===== config.mk =====
export PLATFORM = sky130hd
export DESIGN_NAME = mem_interface
export DESIGN_NICKNAME = d
export VERILOG_FILES = /design/src/rtl/mem_interface.sv
export SDC_FILE = /design/constraint.sdc
export NUM_CORES = 1
export LEC_CHECK = 0
export ABC_AREA = 1
export ABC_CLOCK_PERIOD_IN_PS = 4820
export BUFFER_PORTS_ARGS = -buffer_cell sky130_fd_sc_hd__buf_2
export CAP_MARGIN = 30
export CORE_MARGIN = 3
export CORE_UTILIZATION = 53
export CTS_BUF_LIST = sky130_fd_sc_hd__clkbuf_8 sky130_fd_sc_hd__clkbuf_16
export DETAILED_ROUTE_END_ITERATION = 8
export PLACE_DENSITY = 0.85
export SYNTH_ARGS = -nofsm -noshare
export SYNTH_HDL_FRONTEND = slang
export SYNTH_SLANG_ARGS = --single-unit

===== constraint.sdc =====
create_clock -name clk -period 4.82 [get_ports clk]
set_input_delay 0.482 -clock clk [delete_from_list [all_inputs] [get_ports clk]]
set_output_delay 0.482 -clock clk [all_outputs]
set_load 0.005 [all_outputs]

===== src/rtl/mem_interface.sv =====
// Memory-side sequencer: one fetch/load/store per request, stalls the core until ack, timeout or misalign.
// Latency: 2 cycles minimum (accept, BUSY+ack, RESP); +1 per ack wait cycle; misaligned reports at cycle 1.
module mem_interface #(
  parameter int ADDR_W  = 32,
  parameter int TIMEOUT = 15
) (
  input  logic              clk,
  input  logic              reset,
  input  logic              req_valid,
  input  logic              req_fetch,
  input  logic              req_we,
  input  logic [1:0]        req_size,
  input  logic              req_unsigned,
  input  logic [ADDR_W-1:0] req_addr,
  input  logic [31:0]       req_wdata,
  output logic              stall,
  output logic              done,
  output logic              err,
  output logic [31:0]       ir,
  output logic [31:0]       mdr,
  output logic              mem_req,
  output logic              mem_we,
  output logic [ADDR_W-1:0] mem_addr,
  output logic [31:0]       mem_wdata,
  output logic [3:0]        mem_wstrb,
  input  logic [31:0]       mem_rdata,
  input  logic              mem_ack
);

  typedef enum logic [1:0] {IDLE, BUSY, RESP} state_t;

  localparam logic [7:0]  TO_CNT = 8'(TIMEOUT);
  localparam logic [31:0] NOP    = 32'h0000_0013;

  state_t            state_q, state_d;
  logic [7:0]        cnt_q, cnt_d;
  logic              err_q, err_d;
  logic [31:0]       ir_q, ir_d;
  logic [31:0]       mdr_q, mdr_d;
  logic              mem_req_q, mem_req_d;
  logic              mem_we_q, mem_we_d;
  logic [ADDR_W-1:0] mem_addr_q, mem_addr_d;
  logic [31:0]       mem_wdata_q, mem_wdata_d;
  logic [3:0]        mem_wstrb_q, mem_wstrb_d;
  logic              fetch_q, fetch_d;
  logic [1:0]        size_q, size_d;
  logic              uns_q, uns_d;
  logic [1:0]        off_q, off_d;

  logic [1:0]        eff_size;
  logic              misaligned;
  logic              is_store;
  logic [3:0]        strb;
  logic [31:0]       wdata_rep;
  logic [7:0]        byte_lane;
  logic [15:0]       half_lane;
  logic [31:0]       load_ext;
  logic [31:0]       rdata_shift;

  // Fetches are always word-sized; size 11 behaves as a word.
  assign eff_size   = req_fetch ? 2'b10 : (req_size == 2'b11 ? 2'b10 : req_size);
  assign misaligned = eff_size[1] ? (req_addr[1:0] != 2'b00)
                                  : (eff_size[0] & req_addr[0]);
  assign is_store   = req_we & ~req_fetch;

  always_comb begin
    strb      = 4'b1111;
    wdata_rep = req_wdata;
    if (eff_size == 2'b00) begin
      strb      = 4'b0001 << req_addr[1:0];
      wdata_rep = {4{req_wdata[7:0]}};
    end else if (eff_size == 2'b01) begin
      strb      = 4'b0011 << {req_addr[1], 1'b0};
      wdata_rep = {2{req_wdata[15:0]}};
    end
  end

  assign rdata_shift = mem_rdata >> {off_q, 3'b000};
  assign byte_lane   = rdata_shift[7:0];
  assign half_lane   = off_q[1] ? mem_rdata[31:16] : mem_rdata[15:0];

  always_comb begin
    load_ext = mem_rdata;
    if (size_q == 2'b00) begin
      load_ext = {{24{byte_lane[7] & ~uns_q}}, byte_lane};
    end else if (size_q == 2'b01) begin
      load_ext = {{16{half_lane[15] & ~uns_q}}, half_lane};
    end
  end

  always_comb begin
    state_d     = state_q;
    cnt_d       = cnt_q;
    err_d       = err_q;
    ir_d        = ir_q;
    mdr_d       = mdr_q;
    mem_req_d   = mem_req_q;
    mem_we_d    = mem_we_q;
    mem_addr_d  = mem_addr_q;
    mem_wdata_d = mem_wdata_q;
    mem_wstrb_d = mem_wstrb_q;
    fetch_d     = fetch_q;
    size_d      = size_q;
    uns_d       = uns_q;
    off_d       = off_q;
    unique case (state_q)
      IDLE: begin
        if (req_valid) begin
          fetch_d = req_fetch;
          size_d  = eff_size;
          uns_d   = req_unsigned;
          off_d   = req_addr[1:0];
          cnt_d   = 8'd0;
          if (misaligned) begin
            state_d = RESP;
            err_d   = 1'b1;
          end else begin
            state_d     = BUSY;
            err_d       = 1'b0;
            mem_req_d   = 1'b1;
            mem_we_d    = is_store;
            mem_addr_d  = {req_addr[ADDR_W-1:2], 2'b00};
            mem_wdata_d = wdata_rep;
            mem_wstrb_d = is_store ? strb : 4'b0000;
          end
        end
      end
      BUSY: begin
        // An ack on the edge the count expires takes priority over the timeout.
        if (mem_ack) begin
          state_d     = RESP;
          err_d       = 1'b0;
          mem_req_d   = 1'b0;
          mem_we_d    = 1'b0;
          mem_wstrb_d = 4'b0000;
          if (!mem_we_q) begin
            if (fetch_q) ir_d  = mem_rdata;
            else         mdr_d = load_ext;
          end
        end else if (cnt_q + 8'd1 == TO_CNT) begin
          state_d     = RESP;
          err_d       = 1'b1;
          cnt_d       = cnt_q + 8'd1;
          mem_req_d   = 1'b0;
          mem_we_d    = 1'b0;
          mem_wstrb_d = 4'b0000;
        end else begin
          cnt_d = cnt_q + 8'd1;
        end
      end
      RESP: begin
        state_d = IDLE;
      end
      default: begin
        state_d = IDLE;
      end
    endcase
  end

  always_ff @(posedge clk) begin
    if (!reset) begin
      state_q     <= IDLE;
      cnt_q       <= 8'd0;
      err_q       <= 1'b0;
      ir_q        <= NOP;
      mdr_q       <= 32'd0;
      mem_req_q   <= 1'b0;
      mem_we_q    <= 1'b0;
      mem_addr_q  <= '0;
      mem_wdata_q <= 32'd0;
      mem_wstrb_q <= 4'b0000;
      fetch_q     <= 1'b0;
      size_q      <= 2'b00;
      uns_q       <= 1'b0;
      off_q       <= 2'b00;
    end else begin
      state_q     <= state_d;
      cnt_q       <= cnt_d;
      err_q       <= err_d;
      ir_q        <= ir_d;
      mdr_q       <= mdr_d;
      mem_req_q   <= mem_req_d;
      mem_we_q    <= mem_we_d;
      mem_addr_q  <= mem_addr_d;
      mem_wdata_q <= mem_wdata_d;
      mem_wstrb_q <= mem_wstrb_d;
      fetch_q     <= fetch_d;
      size_q      <= size_d;
      uns_q       <= uns_d;
      off_q       <= off_d;
    end
  end

  assign stall     = (state_q == BUSY) | ((state_q == IDLE) & req_valid);
  assign done      = (state_q == RESP);
  assign err       = err_q & done;
  assign ir        = ir_q;
  assign mdr       = mdr_q;
  assign mem_req   = mem_req_q;
  assign mem_we    = mem_we_q;
  assign mem_addr  = mem_addr_q;
  assign mem_wdata = mem_wdata_q;
  assign mem_wstrb = mem_wstrb_q;

endmodule


# --- Word level (Yosys, flattened, before mapping) ---
# Index checks and enable logic that the tools add are counted.
totals:
  register_bits: 149
  inputBits: 105
op_classes:
  addsub: 1
  eq_ne: 10
  shift: 3
  n_mux: 37
  bitwise_logic: 12
  n_reduce_logical: 13
ops:
  columns: ["operator", "n"]
  rows:
  - ["32-bit two-way mux", 4]
  - ["32-bit by 5-bit right shift with 8-bit output", 1]
  - ["4-bit two-way mux", 7]
  - ["16-bit two-way mux", 1]
  - ["8-bit two-way mux", 2]
  - ["8-bit case mux with 2 select lines", 1]
  - ["2-bit two-way mux", 6]
  - ["4-bit AND reduction", 3]
  - ["1-bit two-way mux", 11]
  - ["3-bit AND reduction", 3]
  - ["8-bit by 1-bit adder with 8-bit output (second input constant)", 1]
  - ["8-bit by 4-bit == test with 1-bit output (second input constant)", 1]
  - ["4-bit case mux with 2 select lines", 1]
  - ["1-bit bitwise AND", 6]
  - ["2-bit by 1-bit == test with 1-bit output (second input constant)", 3]
  - ["2-bit logical NOT", 3]
  - ["2-bit inequality test (second input constant)", 3]
  - ["1-bit case mux with 2 select lines", 3]
  - ["1-bit inverter", 5]
  - ["2-bit == test (second input constant)", 2]
  - ["2-bit case mux with 2 select lines", 1]
  - ["2-bit AND reduction", 2]
  - ["2-bit nonzero test", 2]
  - ["1-bit by 2-bit << shifter with 4-bit output (first input constant)", 1]
  - ["other kinds (3)", 3]

# --- Logic depth before layout (Yosys ltp) ---
# Gate-level depths: netlist of the first run.
logic_depth:
  depth_word: 10
  depth_mapped: 12
  depth_no_buf: 12

# --- Worst setup path after synthesis of the first run ---
# Ideal clock, no wire load.
synth_path:
  kind: "input to register"
  start: "in req_fetch"
  end: "reg mem_we_q, in the netlist mem_we"
  setup_time_ps: 114
  arrival_time_ps: 1558
  slack_ps: 3148
  cell_stages: 7
  path_buffers: 0
  cell_sequence: "nor2_4 > inv_2 > a22oi_4 > nand3b_1 > nand3_2 > nor2_1 > nor2_1"
synth_via:
  elab_chain_len: 5
  elab_cells_between_ends: 10
  cone_classes: "eq/ne: 1; mux: 5; bitwise: 3; reduce/logical: 1"
synth_lines:
  columns: ["item", "line_no", "text"]
  rows:
  - ["start: declaration", "10", "input logic req_fetch,"]
  - ["2-bit two-way mux / 1-bit inverter (equally long branches)", "61, 64", null]
  - ["1-bit bitwise AND, on equally long branches", "63, 64", null]
  - ["1-bit two-way mux, on equally long branches", "62, 114", null]
  - ["2-bit inequality test (no source line) / 1-bit two-way mux (equally long branches)", null, null]
  - ["4-bit AND reduction (no source line) / 1-bit case mux with 2 select lines (equally long branches)", null, null]
  - ["end signal: assignment", "183", "mem_we_q <= mem_we_d;"]
  - ["end: declaration", "41", "logic mem_we_q, mem_we_d;"]
# Several ways; a longest one is shown, not always the timed one. The select of a mux whose other input is x is not followed.
# A chain may end at the register's enable or synchronous reset.

# --- Worst setup path after layout of the first run ---
layout_path:
  start: "in req_fetch"
  end: "reg mem_wdata_q[31], in the netlist mem_wdata[31]"
layout_via:
  elab_chain_len: 5
  elab_cells_between_ends: 9
  cone_classes: "eq/ne: 1; mux: 4; bitwise: 2; reduce/logical: 2"
layout_lines:
  columns: ["item", "line_no", "text"]
  rows:
  - ["2-bit two-way mux *", "61", "assign eff_size = req_fetch ? 2'b10 : (req_size == 2'b11 ? 2'b10 : req_size);"]
  - ["1-bit bitwise AND", "63", ": (eff_size[0] & req_addr[0]);"]
  - ["1-bit two-way mux", "62", "assign misaligned = eff_size[1] ? (req_addr[1:0] != 2'b00)"]
  - ["1-bit inverter (no source line)", null, null]
  - ["3-bit AND reduction (no source line)", null, null]
  - ["end signal: assignment", "185", "mem_wdata_q <= mem_wdata_d;"]
  - ["end: declaration", "43", "logic [31:0] mem_wdata_q, mem_wdata_d;"]
# Mark *: on every way between the ends. The rest lies on a longest branch, timed or not.

==> impl_metrics.py, run 1 <==
metrics = {
    "worst_setup_path": {
        "crit_fanout": 64,
        "arrival_ns": 2.92,
        "worstSetupPathType": "in2reg",
        "r2r-end": "mdr[11]$_SDFFE_PN0P_",
        "cp_slowest_cell": "buf_4",
        "cp_cell_sequence": "buf_2, nor2_4, inv_2, a22oi_4, buf_4, nand2_2, buf_12, a31o_1, a21oi_1",
        "critPathCaptureType": "register",
        "startpoint_type": "input pin",
        "critical-path-max-stage-delay_ns": 0.53,
        "reg2reg_slack_ns": 2.38,
        "timing.rr.start": "off_q[0]$_SDFFE_PN0P_",
        "reg2reg_depth": 6,
        "required_ns": 5.17,
    },
    "outcome": {
        "status": "complete, no violations",
    },
    "place": {
        "place_hpwl_mm": 13.9,
        "globalplace.congestion": 0.853,
        "dpl-instance-area_mm2": 0.00769,
        "dp_cells": 1220,
        "io_buffer_count": 239,
    },
    "clock_network": {
        "ctsResizeCount": 0,
        "cts_setup_buffers": 0,
        "clock-sinks": 149,
        "cts_tree": "yes",
        "holdBufCountCts": 0,
        "htreeDepth": 4,
        "cts_buffer_depth": 2,
        "insertion_delay_ns": 0.42,
        "cts_root_buf": "clkbuf_16",
        "clk_pin_slew_ns": 0.06,
        "numCtsBuffers": 17,
    },
    "timing": {
        "fin_skew_ns": 0.00696,
        "finalCritPeriodShare": 0.533,
        "worst_pin_slew_ns": 0.911,
        "rsz0062_at_grt": "no",
        "fmax_mhz": 390,
        "finalSetupTns_ns": 0,
        "final_hold_viol_count": 0,
        "max_slew_margin": 0.392,
        "setup_viol": 0,
        "period_needed_ns": 2.57,
        "drv_slew": 0,
    },
    "worst_hold_path": {
        "hold_end": "mem_addr[2]$_SDFFE_PN0P_",
        "hold_start": "req_addr[2]",
        "hold_class": "in2reg",
        "hold_depth": 3,
    },
    "global_routing": {
        "grt_usage": 0.292,
        "grt_overflow": 0,
        "grt_max_degree": 78,
        "grt_pass1_vias": 6459,
        "grt_pass1_wl_mm": 31.4,
        "antenna_found_initial": 1,
    },
    "detailed_routing": {
        "drt_iter0_drc": 682,
        "drc": 0,
        "highest_layer": "met4",
        "wl_mm": 20.3,
        "ant_nets": 0,
        "met2_length_mm": 9.59,
        "wl_met1_mm": 8.21,
        "dr_wl_met3_mm": 1.84,
        "dr.pass1.iters": 5,
        "vias": 7045,
        "avgRoutedWirePerCell_um": 16.2,
        "viasPerCell": 5.62,
    },
    "die": {
        "num_io_pins": 242,
        "rows": 39,
        "core_mm2": 0.0117,
        "dieArea_mm2": 0.0136,
        "chipHeight_um": 117,
        "die_w_um": 117,
        "start_util": 0.554,
    },
    "yosys": {
        "seq_area_frac_synth": 0.460,
        "syn_inst": 889,
        "yosys.cell_types.count": 30,
        "synth_top_area_frac": 0.460,
        "syn_avg_cell_area_um2": 7.30,
        "synthesis.area_mm2": 0.00649,
        "yosys_warnings": 0,
        "synth_area_leader_cell": "dfxtp_1",
        "synth-seq-cells": 149,
        "netlist_top_cells_area": "dfxtp_1 46%, a21oi_1 11%, nand2_1 10%",
    },
    "run": {
        "max-cap-violations": 0,
    },
    "final_layout": {
        "finalInstanceArea_mm2": 0.00836,
        "diodes": 0,
        "fin_nets": 1204,
        "layout-drive-gt1-share": 0.264,
        "area_growth_syn_to_layout_pct": 28.7,
        "stdcell_count": 1253,
    },
    "pwr": {
        "ir_drop_mv": 0.262,
        "p_leak_nw": 4.16,
        "power_density_mw_per_mm2": 379,
    },
}
[worst max-delay path, delay by kind of cell]
family                 cells  cell delay, ns
AOI/OAI and AO/OA          3            0.51
buffers and inverters      4            1.20
and+or+nand+nor            2            0.68
[sequential cells by signal (all words and copies together), names as in the netlist, 2 cells and up]
signal     flops
cnt_q          8
ir            32
mdr           32
mem_addr      30
mem_wdata     32
mem_wstrb      4
off_q          2
size_q         2
state_q        2
[where the power goes]
part           leakage, nW  total, mW  switching (mW)  internal, mW
Clock                0.310       1.43           0.520         0.907
Combinational         2.64      0.408           0.256         0.152
Sequential            1.21       1.33          0.0433          1.29
Total                 4.16       3.17           0.820          2.35
[cell type report]
type,count,area (µm²)
fillers,928,3360
clock inverters,12,174
well taps,143,179
repair buffers,246,1270
flip-flops and latches,149,2980
inverters,96,360
multi-input cells,587,2920
clock buffers,20,467
[metrics by stage]
stage	hold slack, ns	power (mW)	setup slack, ns	util
CTS	0.319	3.17	1.94	0.712
global route	0.319	3.28	2.07	0.713
floorplan	0.435	1.59	3.15	-
finish	0.331	3.17	2.25	0.713
global placement	0.445	1.74	1.57	0.655
detailed placement	0.449	1.75	1.86	0.657
[Yosys cell counts (all sizes together)]
cell / number
nand4: 2
a31o: 1
a211oi: 1
buf: 18
a21boi: 1
nand3b: 2
and3: 1
a21oi: 137
nand2: 175
conb: 1
inv: 95
o221ai: 16
clkinv: 1
ha: 2
o21ai: 97
nand3: 75
o21bai: 2
clkbuf: 40
o211ai: 32
nor2: 38
dfxtp: 149
nor3: 2
a22oi: 1
[placed cells by master, fill, tap and decap left out, types with 2 or more instances in the layout]
| cell | n |
|---|---|
| buf_2 | 239 |
| nand2_1 | 173 |
| dfxtp_1 | 149 |
| a21oi_1 | 137 |
| o21ai_0 | 96 |
| inv_1 | 91 |
| nand3_1 | 74 |
| nor2_1 | 34 |
| o211ai_1 | 32 |
| clkbuf_16 | 17 |
| o221ai_1 | 16 |
| inv_2 | 5 |
| buf_4 | 5 |
| bufinv_16 | 4 |
| clkinvlp_4 | 3 |
| clkbuf_8 | 3 |
| nor2_4 | 2 |
| o21bai_1 | 2 |
| nand3b_1 | 2 |
| nand2_2 | 2 |
| nor3_4 | 2 |
| nor2_2 | 2 |
| nand4_1 | 2 |
| ha_1 | 2 |
| conb_1 | 2 |
| inv_6 | 2 |
| clkinv_2 | 2 |
| buf_12 | 2 |
[worst max-delay path by stage]
| stage | slack, ns | startpoint | endpoint |
|---|---|---|---|
| 4_1_cts | 1.94 | state_q[1]$_SDFFE_PN0P_ | mem_wdata[31]$_SDFFE_PN0P_ |
| 3_5_place_dp | 1.86 | req_fetch | mem_wdata[31]$_SDFFE_PN0P_ |
| 3_3_place_gp | 1.57 | req_valid | mem_wdata[31]$_SDFFE_PN0P_ |
| 2_1_floorplan | 3.15 | req_fetch | mem_we$_SDFFE_PN0P_ |
| 6_report | 2.25 | req_fetch | mem_wdata[31]$_SDFFE_PN0P_ |
| 5_1_grt | 2.07 | req_fetch | mem_wdata[31]$_SDFFE_PN0P_ |
[routing by layer]
layer  vias up  GRT usage
li1       3404          -
met1      3221      0.370
met2       364      0.465
met3        56     0.0845
met4         0      0.130
met5         -          0
[kinds of logic after synthesis]
group	synth area share
and+or+nand+nor	0.194
AOI/OAI and AO/OA	0.249
buffers and inverters	0.0933
DFF	0.460
adders and majority gates	0.00385
other	0.000578
No activity file was read; power rests on OpenSTA's default activity.
==> run 2, diff against run 1 <==
Settings changed: ABC_CLOCK_PERIOD_IN_PS 4820 to 2100, CORE_UTILIZATION 53 to 45, PLACE_DENSITY 0.85 to 0.77.
Clock period 4.82 ns to 2.1 ns, I/O delays scaled along.
==> run 2 against run 1 <==
  * Wire length rose by 1.6%
  * Largest power group is now registers
  * Non-clock buffer count rose by 12
  * Sequential share of layout area fell by 0.48 points
  * Critical path type is now reg2reg
  * Sequential power rose by 130%
  * Final cell count rose by 3.9%
  * Largest cell class unchanged
==> impl_metrics.py, run 2 (synthesized netlist as in run 1, its figures left out) <==
metrics = {
    "global_routing": {
        "use_met3": 0.0886,
        "grt_pass1_vias": 6486,
        "use_met1": 0.308,
        "grt_pass1_wl_mm": 32.9,
        "busiest_layer": "met2",
        "grt_overflow": 0,
        "grt_usage": 0.254,
        "antenna_found_initial": 2,
        "use_met2": 0.419,
        "grt_max_degree": 79,
    },
    "final_layout": {
        "fin_util": 0.605,
        "layout-drive-gt1-share": 0.273,
        "stdcell_count": 1302,
        "diodes": 0,
        "area_growth_syn_to_layout_pct": 30.5,
        "mostFrequentLayoutCells": "239 x buf_2, 172 x nand2_1, 149 x dfxtp_1",
        "fin_nets": 1216,
        "final_common_cell": "buf_2",
    },
    "detailed_routing": {
        "drc": 0,
        "dr.pass1.iters": 5,
        "viasPerCell": 5.34,
        "vias": 6956,
        "drt_iter0_drc": 502,
        "wl_mm": 20.6,
        "ant_nets": 0,
        "avgRoutedWirePerCell_um": 15.9,
    },
    "worst_setup_path": {
        "arrival_ns": 2.15,
        "critPathCaptureType": "register",
        "r2r-end": "cnt_q[1]$_SDFFE_PN0P_",
        "critical-path-max-stage-delay_ns": 0.39,
        "timing.rr.start": "state_q[0]$_SDFFE_PN0P_",
        "required_ns": 2.40,
        "reg2reg_depth": 9,
        "cp_slowest_cell": "nor2_1",
        "worstSetupPathType": "reg2reg",
        "cp_cell_sequence": "inv_1, nor2_4, inv_1, nor2_1, nor2_1, inv_1, o21ai_0, o21ai_0, nor2_1",
        "reg2reg_slack_ns": 0.24,
        "crit_fanout": 7,
        "startpoint_type": "register",
    },
    "die": {
        "start_util": 0.464,
        "num_io_pins": 242,
        "chipHeight_um": 126,
        "dieArea_mm2": 0.0159,
        "die_w_um": 126,
        "core_mm2": 0.0140,
        "rows": 43,
    },
    "place": {
        "io_buffer_count": 239,
        "globalplace.congestion": 0.857,
        "dp_slack_ns": 0.201,
        "dp_cells": 1270,
        "place_hpwl_mm": 14.7,
    },
    "timing": {
        "fmax_mhz": 538,
        "period_needed_ns": 1.86,
        "final_hold_viol_count": 0,
        "fin_skew_ns": 0.00814,
        "worst_slack_ns": 0.241,
        "worst_pin_slew_ns": 0.713,
        "setup_viol": 0,
        "rsz0062_at_grt": "no",
        "max_slew_margin": 0.524,
        "finalSetupTns_ns": 0,
        "drv_slew": 0,
        "finalCritPeriodShare": 0.885,
    },
    "pwr": {
        "swShare": 0.268,
        "switching_power_mw": 1.89,
        "p_leak_nw": 4.20,
        "power.total_mw": 7.05,
        "power_density_mw_per_mm2": 833,
        "seq_power_share": 0.431,
        "power.internal_mw": 5.16,
        "combPwrFrac": 0.138,
        "clockPowerShare": 0.431,
        "ir_drop_mv": 0.590,
    },
    "clock_network": {
        "ctsResizeCount": 0,
        "cts_tree": "yes",
        "cts_setup_buffers": 0,
        "insertion_delay_ns": 0.43,
        "numCtsBuffers": 17,
        "cts_buffer_depth": 2,
        "htreeDepth": 4,
        "clk_pin_slew_ns": 0.06,
        "clock-sinks": 149,
        "holdBufCountCts": 0,
        "cts_root_buf": "clkbuf_16",
    },
    "run": {
        "max-cap-violations": 0,
    },
    "outcome": {
        "status": "complete, no violations",
    },
    "worst_hold_path": {
        "hold_depth": 3,
        "hold_start": "req_addr[28]",
        "hold_class": "in2reg",
        "hold_end": "mem_addr[28]$_SDFFE_PN0P_",
    },
}
==> run 2: power by group through the flow <==
stage | Sequential (mW) | Clock, mW | Combinational [mW]
6_report | 3.04 | 3.04 | 0.973
5_1_grt | 3.06 | 3.21 | 1.08
4_1_cts | 3.04 | 3.08 | 0.967
3_5_place_dp | 3.10 | 0 | 0.960
3_3_place_gp | 3.10 | 0 | 0.949
2_1_floorplan | 3.10 | 0 | 0.548
==> run 2: critical path: cells and delay by family, from the launching register on <==
| family | cells | cell delay [ns] |
|---|---|---|
| compound gates | 2 | 0.16 |
| buf+inv | 3 | 0.37 |
| flops | 1 | 0.34 |
| simple gates | 4 | 0.84 |
==> run 2: layout make-up <==
class                   count  area [µm²]
clock buffers              20         467
clock inverters            12         129
fillers                  1273        5520
inverters                  96         360
multi-input cells         587        2930
flip-flops and latches    149        2980
well taps                 180         225
repair buffers            258        1380
==> run 2: how the worst max path moves through the flow <==
stage | end | depth (start not counted) | from | slack [ns]
2_1_floorplan | mem_we$_SDFFE_PN0P_ | 11 | cnt_q[0]$_SDFFE_PN0P_ | 0.52
6_report | cnt_q[1]$_SDFFE_PN0P_ | 9 | state_q[0]$_SDFFE_PN0P_ | 0.24
3_3_place_gp | mem_wstrb[0]$_SDFFE_PN0P_ | 12 | cnt_q[0]$_SDFFE_PN0P_ | 0.26
5_1_grt | cnt_q[1]$_SDFFE_PN0P_ | 9 | state_q[0]$_SDFFE_PN0P_ | 0.03
3_5_place_dp | mem_wstrb[0]$_SDFFE_PN0P_ | 12 | cnt_q[0]$_SDFFE_PN0P_ | 0.20
4_1_cts | mem_wstrb[0]$_SDFFE_PN0P_ | 12 | cnt_q[0]$_SDFFE_PN0P_ | 0.15
==> run 2: metal layers <==
metal,up-vias,share of wire
li1,3429,-
met1,3187,0.40
met2,303,0.49
met3,33,0.096
met4,4,0.019
met5,-,0.00068
==> run 2: stage by stage <==
stage               instance area [µm²]  hold slack [ns]
finish                             8470           0.0549
global route                       8470           0.0440
global placement                   7860            0.444
floorplan                          6490            0.345
CTS                                8460           0.0384
detailed placement                 7860            0.445
==> run 3, diff against run 2 <==
Settings changed: ABC_CLOCK_PERIOD_IN_PS 2100 to 1900, CORE_UTILIZATION 45 to 49, PLACE_DENSITY 0.77 to 0.8, RECOVER_POWER from default to 100.
Clock period 2.1 ns to 1.9 ns, I/O delays scaled along.
==> run 3 against run 2 <==
  * Critical path type unchanged
  * Flip-flop and latch count is the same
  * Register-to-register slack lost 0.08 ns
  * Power grew 7.5%
  * Clock-buffer cell count shrank 2
==> impl_metrics.py, run 3 (synthesized netlist as in run 1, its figures left out) <==
metrics = {
    "final_layout": {
        "layout-drive-gt1-share": 0.206,
        "mostFrequentLayoutCells": "172 x nand2_1, 159 x buf_2, 148 x dfxtp_1",
        "area_growth_syn_to_layout_pct": 29.2,
        "diodes": 0,
        "fin_nets": 1225,
        "final_common_cell": "nand2_1",
        "finalInstanceArea_mm2": 0.00839,
    },
    "worst_setup_path": {
        "worstSetupPathType": "reg2reg",
        "cp_cell_sequence": "inv_1, nor2_4, nand2_1, nor3_1, buf_12, inv_2, nand2_1, o211ai_1",
        "crit_top_cell": "nand2_1",
        "critical-path-max-stage-delay_ns": 0.35,
        "startpoint_type": "register",
        "r2r-end": "ir[1]$_SDFFE_PN1P_",
        "cp_slowest_cell": "dfxtp_1",
        "cp_num_buf_inv": 3,
        "crit_family": "simple AND/OR/NAND/NOR gates",
        "timing.rr.start": "state_q[0]$_SDFFE_PN0P_",
        "critPathCaptureType": "register",
        "cp.depth": 8,
        "crit_end": "ir[1]$_SDFFE_PN1P_",
        "crit_fanout": 55,
        "arrival_ns": 2.01,
        "required_ns": 2.17,
        "reg2reg_depth": 8,
        "reg2reg_slack_ns": 0.16,
        "crit_path_start": "state_q[0]$_SDFFE_PN0P_",
    },
    "global_routing": {
        "grt_pass1_wl_mm": 31.9,
        "grt_max_degree": 57,
        "antenna_found_initial": 0,
        "grt_pass1_vias": 6344,
        "grt_usage": 0.273,
        "grt_overflow": 0,
    },
    "clock_network": {
        "holdBufCountCts": 0,
        "cts_buffer_depth": 2,
        "clock-sinks": 149,
        "htreeDepth": 4,
        "insertion_delay_ns": 0.42,
        "cts_tree": "yes",
        "numCtsBuffers": 17,
        "cts_root_buf": "clkbuf_16",
        "clk_pin_slew_ns": 0.06,
    },
    "place": {
        "globalplace.congestion": 0.921,
        "place_hpwl_mm": 14.6,
        "dpl-instance-area_mm2": 0.00790,
        "io_buffer_count": 239,
    },
    "detailed_routing": {
        "vias": 7072,
        "ant_nets": 0,
        "viasPerCell": 5.43,
        "drc": 0,
        "wl_mm": 20.4,
        "dr.pass1.iters": 7,
        "avgRoutedWirePerCell_um": 15.7,
        "drt_iter0_drc": 701,
    },
    "pwr": {
        "ir_drop_mv": 0.619,
        "p_leak_nw": 3.88,
        "power_density_mw_per_mm2": 904,
    },
    "die": {
        "rows": 41,
        "chipHeight_um": 121,
        "core_mm2": 0.0128,
        "dieArea_mm2": 0.0147,
        "num_io_pins": 242,
        "die_w_um": 121,
        "start_util": 0.508,
    },
    "timing": {
        "period_needed_ns": 1.74,
        "final_hold_viol_count": 0,
        "finalCritPeriodShare": 0.916,
        "worst_pin_slew_ns": 0.607,
        "setup_viol": 0,
        "max_slew_margin": 0.596,
        "fin_skew_ns": 0.0147,
        "drv_slew": 0,
        "fmax_mhz": 575,
        "hold_ws_ns": 0.0361,
    },
    "outcome": {
        "status": "complete, no violations",
    },
    "worst_hold_path": {
        "hold_start": "req_addr[10]",
        "hold_class": "in2reg",
    },
    "run": {
        "max-cap-violations": 0,
    },
}
run 3: how the worst min path moves through the flow:
stage,endpoint,slack [ns],cells after the start
6_report,mem_addr[10]$_SDFFE_PN0P_,0.04,3
5_1_grt,mem_addr[10]$_SDFFE_PN0P_,0.03,3
4_1_cts,mem_addr[10]$_SDFFE_PN0P_,0.02,3
3_5_place_dp,mem_addr[7]$_SDFFE_PN0P_,0.45,2
3_3_place_gp,mem_wdata[10]$_SDFFE_PN0P_,0.44,2
2_1_floorplan,ir[13]$_SDFFE_PN0P_,0.32,2
run 3: cell type report:
type	instances	area, µm²
sequential	149	2980
fill	1166	4390
timing repair buffer	267	1340
inverter	96	360
clock inverter	14	114
clock buffer	18	439
tap	172	215
multi-input combinational	587	2930
run 3: report_power, final:
group          leakage, nW  total [mW]  switching [mW]  internal, mW
clock network        0.270        3.15            1.33          1.82
logic                 2.40        1.07           0.672         0.394
registers             1.21        3.37          0.0957          3.27
total                 3.88        7.58            2.10          5.48
run 3: repair_timing:
action	CTS	global route
setup endpoints to repair	8	32
setup buffers	0	3
pin swaps	0	1
resized for setup	1	7
run 3: per-stage QoR:
| stage | util | total power, mW | setup TNS, ns | worst slack [ns] | cells |
|---|---|---|---|---|---|
| detailed placement | 0.618 | 4.49 | -0.444 | -0.0747 | 1268 |
| global route | 0.657 | 7.91 | -0.0108 | -0.0108 | 1303 |
| floorplan | - | 4.03 | 0 | 0.317 | 890 |
| CTS | 0.662 | 7.62 | 0 | 0.0625 | 1300 |
| global placement | 0.618 | 4.48 | -0.128 | -0.0177 | 1268 |
| finish | 0.657 | 7.58 | 0 | 0.160 | 1303 |
run 3: layer usage:
| metal | track usage | routed length [µm] | share of wire |
|---|---|---|---|
| met1 | 0.337 | 8120 | 0.40 |
| met2 | 0.443 | 9750 | 0.48 |
| met3 | 0.0876 | 2000 | 0.098 |
| met4 | 0.111 | 558 | 0.027 |
| met5 | 0 | 0 | 0 |
run 3: tightest hold or removal path, stage by stage:
cell and delay [ns]:
buf_2 0.09, nand3_1 0.07, a21oi_1 0.06
